**src/rtl/game_screen_ctrl_pkg.sv**
```systemverilog
// Shared definitions for the typing-game screen controller: state codes and default limits.
// The optional boss stage is selected with the BOSS_STAGE_EN macro in the top.
package game_screen_ctrl_pkg;

  localparam int STATE_W = 3;

  localparam int DEF_WIN_SCORE     = 20;
  localparam int DEF_MAX_MISS      = 5;
  localparam int DEF_RESULT_FRAMES = 180;
  localparam int DEF_SCORE_W       = 8;

  typedef enum logic [STATE_W-1:0] {
    ST_IDLE = 3'd0,
    ST_PLAY = 3'd1,
    ST_BOSS = 3'd2,
    ST_WIN  = 3'd3,
    ST_LOSE = 3'd4
  } state_e;

endpackage

```
**src/rtl/game_screen_ctrl_result_timer.sv**
```systemverilog
// Frame-tick counter with synchronous clear, tick enable and a terminal-count strobe.
// done_o fires on the tick that would take the count past TERMINAL-1; the count then wraps to 0.
module game_screen_ctrl_result_timer #(
  parameter int TERMINAL = 180
) (
  input  logic clk,
  input  logic rst_n,
  input  logic clr_i,
  input  logic en_i,
  output logic done_o
);

  localparam int CNT_W = (TERMINAL > 1) ? $clog2(TERMINAL) : 1;

  logic [CNT_W-1:0] cnt_q, cnt_d;

  assign done_o = en_i && (cnt_q == CNT_W'(TERMINAL - 1));

  always_comb begin
    cnt_d = cnt_q;
    if (clr_i) begin
      cnt_d = '0;
    end else if (en_i) begin
      cnt_d = done_o ? '0 : cnt_q + 1'b1;
    end
  end

  always_ff @(posedge clk or negedge rst_n) begin
    if (!rst_n) begin
      cnt_q <= '0;
    end else begin
      cnt_q <= cnt_d;
    end
  end

endmodule

```
**src/rtl/game_screen_ctrl.sv**
```systemverilog
// Screen-level controller for the typing game: phase FSM, score/miss counters and show flags.
// Define BOSS_STAGE_EN to include the BOSS phase between PLAY and WIN.
module game_screen_ctrl
  import game_screen_ctrl_pkg::*;
#(
  parameter int WIN_SCORE     = DEF_WIN_SCORE,
  parameter int MAX_MISS      = DEF_MAX_MISS,
  parameter int RESULT_FRAMES = DEF_RESULT_FRAMES,
  parameter int SCORE_W       = DEF_SCORE_W
) (
  input  logic               clk,
  input  logic               clrn,
  input  logic               frame_tick,
  input  logic               enter_pressed,
  input  logic               hit,
  input  logic               miss,
  input  logic               boss_cleared,
  output logic               start_show,
  output logic               boss_show,
  output logic               win_show,
  output logic               lose_show,
  output logic               game_clr,
  output logic [SCORE_W-1:0] score,
  output logic [3:0]         miss_cnt,
  output logic [STATE_W-1:0] state
);

  state_e             state_q, state_d;
  logic [SCORE_W-1:0] score_q, score_d;
  logic [3:0]         miss_q, miss_d;
  logic               game_clr_q, game_clr_d;
  logic               start_q, start_d;
  logic               boss_q, boss_d;
  logic               win_q, win_d;
  logic               lose_q, lose_d;
  logic               in_result;
  logic               timer_done;

`ifndef BOSS_STAGE_EN
  logic unused_boss_cleared;
  assign unused_boss_cleared = boss_cleared;
`endif

  assign in_result = (state_q == ST_WIN) || (state_q == ST_LOSE);

  // Held in clear outside the result screens, so every WIN/LOSE entry starts from zero.
  game_screen_ctrl_result_timer #(
    .TERMINAL (RESULT_FRAMES)
  ) u_result_timer (
    .clk    (clk),
    .rst_n  (clrn),
    .clr_i  (!in_result),
    .en_i   (in_result && frame_tick),
    .done_o (timer_done)
  );

  always_comb begin
    state_d    = state_q;
    score_d    = score_q;
    miss_d     = miss_q;
    game_clr_d = 1'b0;
    case (state_q)
      ST_IDLE: begin
        if (enter_pressed) begin
          state_d    = ST_PLAY;
          score_d    = '0;
          miss_d     = '0;
          game_clr_d = 1'b1;
        end
      end
      ST_PLAY: begin
        if (hit && (score_q != '1)) score_d = score_q + 1'b1;
        if (miss && (miss_q != 4'hF)) miss_d = miss_q + 1'b1;
        // Decisions use the updated counts; losing wins a tie with reaching the score.
        if (miss_d >= 4'(MAX_MISS)) begin
          state_d = ST_LOSE;
        end else if (score_d >= SCORE_W'(WIN_SCORE)) begin
`ifdef BOSS_STAGE_EN
          state_d = ST_BOSS;
`else
          state_d = ST_WIN;
`endif
        end
      end
`ifdef BOSS_STAGE_EN
      ST_BOSS: begin
        if (hit && (score_q != '1)) score_d = score_q + 1'b1;
        if (miss && (miss_q != 4'hF)) miss_d = miss_q + 1'b1;
        if (miss_d >= 4'(MAX_MISS)) begin
          state_d = ST_LOSE;
        end else if (boss_cleared) begin
          state_d = ST_WIN;
        end
      end
`endif
      ST_WIN, ST_LOSE: begin
        if (enter_pressed || timer_done) state_d = ST_IDLE;
      end
      default: state_d = ST_IDLE;
    endcase
  end

  always_comb begin
    start_d = 1'b0;
    boss_d  = 1'b0;
    win_d   = 1'b0;
    lose_d  = 1'b0;
    case (state_d)
      ST_PLAY: start_d = 1'b1;
`ifdef BOSS_STAGE_EN
      ST_BOSS: begin
        start_d = 1'b1;
        boss_d  = 1'b1;
      end
`endif
      ST_WIN: begin
        start_d = 1'b1;
        win_d   = 1'b1;
      end
      ST_LOSE: begin
        start_d = 1'b1;
        lose_d  = 1'b1;
      end
      default: ;
    endcase
  end

  always_ff @(posedge clk or negedge clrn) begin
    if (!clrn) begin
      state_q    <= ST_IDLE;
      score_q    <= '0;
      miss_q     <= '0;
      game_clr_q <= 1'b0;
      start_q    <= 1'b0;
      boss_q     <= 1'b0;
      win_q      <= 1'b0;
      lose_q     <= 1'b0;
    end else begin
      state_q    <= state_d;
      score_q    <= score_d;
      miss_q     <= miss_d;
      game_clr_q <= game_clr_d;
      start_q    <= start_d;
      boss_q     <= boss_d;
      win_q      <= win_d;
      lose_q     <= lose_d;
    end
  end

  assign start_show = start_q;
  assign win_show   = win_q;
  assign lose_show  = lose_q;
  assign game_clr   = game_clr_q;
  assign score      = score_q;
  assign miss_cnt   = miss_q;
  assign state      = state_q;
`ifdef BOSS_STAGE_EN
  assign boss_show  = boss_q;
`else
  assign boss_show  = 1'b0;
  logic unused_boss_q;
  assign unused_boss_q = boss_q;
`endif

endmodule

```
**config.mk**
```make
export PLATFORM = sky130hd
export DESIGN_NAME = game_screen_ctrl
export DESIGN_NICKNAME = d
export VERILOG_FILES = /design/src/rtl/game_screen_ctrl_pkg.sv /design/src/rtl/game_screen_ctrl_result_timer.sv /design/src/rtl/game_screen_ctrl.sv
export SDC_FILE = /design/constraint.sdc
export NUM_CORES = 1
export LEC_CHECK = 0
export CORE_MARGIN = 8
export CORE_UTILIZATION = 54
export CTS_BUF_LIST = sky130_fd_sc_hd__clkbuf_8
export CTS_CLUSTER_SIZE = 14
export DETAILED_ROUTE_END_ITERATION = 8
export GPL_TIMING_DRIVEN = 1
export MAX_ROUTING_LAYER = met4
export PLACE_DENSITY = 0.82
export REMOVE_ABC_BUFFERS = 1
export SLEW_MARGIN = 25
export SYNTH_ARGS = -nofsm -noshare
export SYNTH_HDL_FRONTEND = slang
export SYNTH_SLANG_ARGS = --single-unit
```
**constraint.sdc**
```tcl
create_clock -name clk -period 2.3 [get_ports clk]
set_clock_uncertainty 0.05 [all_clocks]
set_input_delay 0.46 -clock clk [delete_from_list [all_inputs] [get_ports clk]]
set_output_delay 0.46 -clock clk [all_outputs]
set_load 0.02 [all_outputs]
```
==> impl_metrics.ini <==
[worst_setup_path]
r2r_slack_ns = 0.43
slowest_delay_ns = 0.68
cpLargestDelayFamily = buffers and inverters
slowest_stage = clkdlybuf4s50_1
required_ns = 1.79
r2r_start = u_result_timer.cnt_q[0]
cp.arrival_ns = 1.52
path_cells = clkdlybuf4s50_1
start_kind = flip-flop
crit_buf_inv = 1
path_class = flip-flop to output pin
crit_fanout = 8
endpoint_kind = output pin
startpoint = state[1]

[timing]
rsz0062_at_grt = false
fmax_mhz = 494
layout_min_cycle_time_ns = 2.03
fin_hold_ws_ns = 0.467
fin_crit_sh_pct = 88.1
finalMaxSlewViolations = 0
setup-tns-final_ns = 0
hold_viol = 0
setup_violations = 0

[yosys]
synth_top_area_cell = dfrtp_1
async_flop_share_pct = 100
synth_cell_types = 46
ys_ff_latch = 27
synth_edf_count = 0
seq_area_frac_synth_pct = 42.8
synth_top_cells_by_count = dfrtp_1, nand2_1, nand2b_1, nand3_1, nor2_1
synthCells = 163
yosysMostFrequentCell = dfrtp_1
yosysWarnings = 0
netlist_area_mm2 = 0.00158
synth.avg_cell_area_um2 = 9.68
synth.area.top_cells = dfrtp_1, nand2b_1, nand2_1
ys.flop_type = dfrtp_1
synth_top_area_share_pct = 42.8

[cts]
hold_buffers = 0
clockRootBuffer = clkbuf_8
ctsHtreeMaxLevel = 1
cts_setup_buffers = 0
clkSlewWorstSetupHoldPaths_ns = 0.09
cts_buffers = 3
cts.path.max_buffers = 2
clock_sink_count = 27
cts_tree = done
cts_resized = 0
insertion_delay_ns = 0.27

[global_routing]
grt_usage_pct = 14.4
antenna_found_initial = 0
gr-total-overflow = 0
grt_pass1_wl_um = 5880
grt_max_degree = 28
grt_pass1_vias = 1344

[pwr]
power-per-cell-area_mw_per_mm2 = 857
power_mw = 1.61
leakagePower_nw = 0.806
ir_worst_vdd_uv = 657

[detailed_routing]
ant_nets = 0
viasPerCell = 6.11
m1WireLength_um = 1530
drt-total-wl_um = 3340
wl_met2_um = 1650
first_pass_iters = 5
wire_per_inst_um = 15.3
drcViolationCount = 0
met3_length_um = 79
vias = 1337
top_layer_used = met4
drt_iter0_markers = 54

[finish]
fin_area_mm2 = 0.00188
area_growth_pct = 19.3
nets = 199
diodes = 0
n_fill_cell = 226
drive_gt1_share_pct = 7.98

[die]
die_w_um = 70.1
core-area_mm2 = 0.00276
start_util_pct = 57.2
io-pin-count = 27
rows = 19
fp.dieH_um = 70.1
die-area_mm2 = 0.00491

[placed_design]
gp_congestion = 0.907
port_buffers = 24
placed_cell_area_mm2 = 0.00184
dp_hpwl_um = 2480

[status]
status = finished clean

[hold_path]
hp-class = flip-flop to flip-flop
hold_start = u_result_timer.cnt_q[0]

[run]
cap_violations = 0
==> worst paths after layout <==
path	end	cells past startpoint
worst max-delay path	state[1]	1
worst min-delay path	u_result_timer.cnt_q[0]	1
worst max register to register	u_result_timer.cnt_q[3]	6
worst min register to register	u_result_timer.cnt_q[0]	1
max in group asynchronous	score[6]	2
min in group asynchronous	u_result_timer.cnt_q[0]	2
==> metal layers <==
layer  GRT usage (%)  vias up
li1                -      650
met1            16.2      645
met2            24.1       32
met3            2.26       10
met4            7.14        0
met5               -        -
==> flip-flops by register name (all words and copies together), names as in the netlist <==
| register | count |
|---|---|
| state | 3 |
| miss_cnt | 4 |
| score | 8 |
| u_result_timer.cnt_q | 8 |
| lose_show | 1 |
| win_show | 1 |
| start_show | 1 |
| game_clr | 1 |
==> cells in the final DEF (no fill, tap or decap), types with 3 or more instances in the layout <==
cell type,n
ha_1,3
nor3_1,3
a21oi_1,5
inv_1,3
and3_1,7
o21ai_0,5
nand2b_1,10
nor2_1,10
nand2_1,15
a22o_1,3
clkdlybuf4s50_1,24
dfrtp_1,27
nand3b_1,3
xor2_1,3
nand4_1,3
clkbuf_8,3
o2bb2ai_1,3
nand3_1,10
o21ai_1,9
a31oi_1,3
mux2i_1,5
==> power by group <==
group | internal [mW] | total [mW] | switching [mW]
clock | 0.120 | 0.263 | 0.143
sequential | 0.553 | 0.675 | 0.123
combinational | 0.315 | 0.675 | 0.360
==> layout make-up <==
class,instances,area (um2),area share (%)
clock buffer,3,41.3,2.19
clock inverter,1,3.75,0.199
inverter,2,7.51,0.399
multi-input combinational,129,861,45.7
sequential,27,676,35.9
tap,31,38.8,2.06
timing repair buffer,26,255,13.6
==> metrics by stage <==
| step | setup slack (ns) | utilization, % | cells |
|---|---|---|---|
| final | 0.275 | 68.3 | 219 |
| after CTS | 0.260 | 68.3 | 219 |
| after detailed placement | 0.203 | 66.7 | 215 |
| after global routing | 0.211 | 68.3 | 219 |
| after floorplan | 0.563 | - | 158 |
| after global placement | 0.212 | 66.7 | 215 |
==> cell families (layout without fill, tap and decap cells) <==
logic type      after synthesis  in the layout  synth area share, %
compound gates               44             44                 19.9
other cells                   1              1                0.238
mux                           5              5                 3.17
simple gates                 73             73                 27.2
flops                        27             27                 42.8
xor+xnor                      3              3                 1.67
buf+inv                       7             32                 2.62
fa+ha+maj                     3              3                 2.38
(Power assumes the default switching activity.)
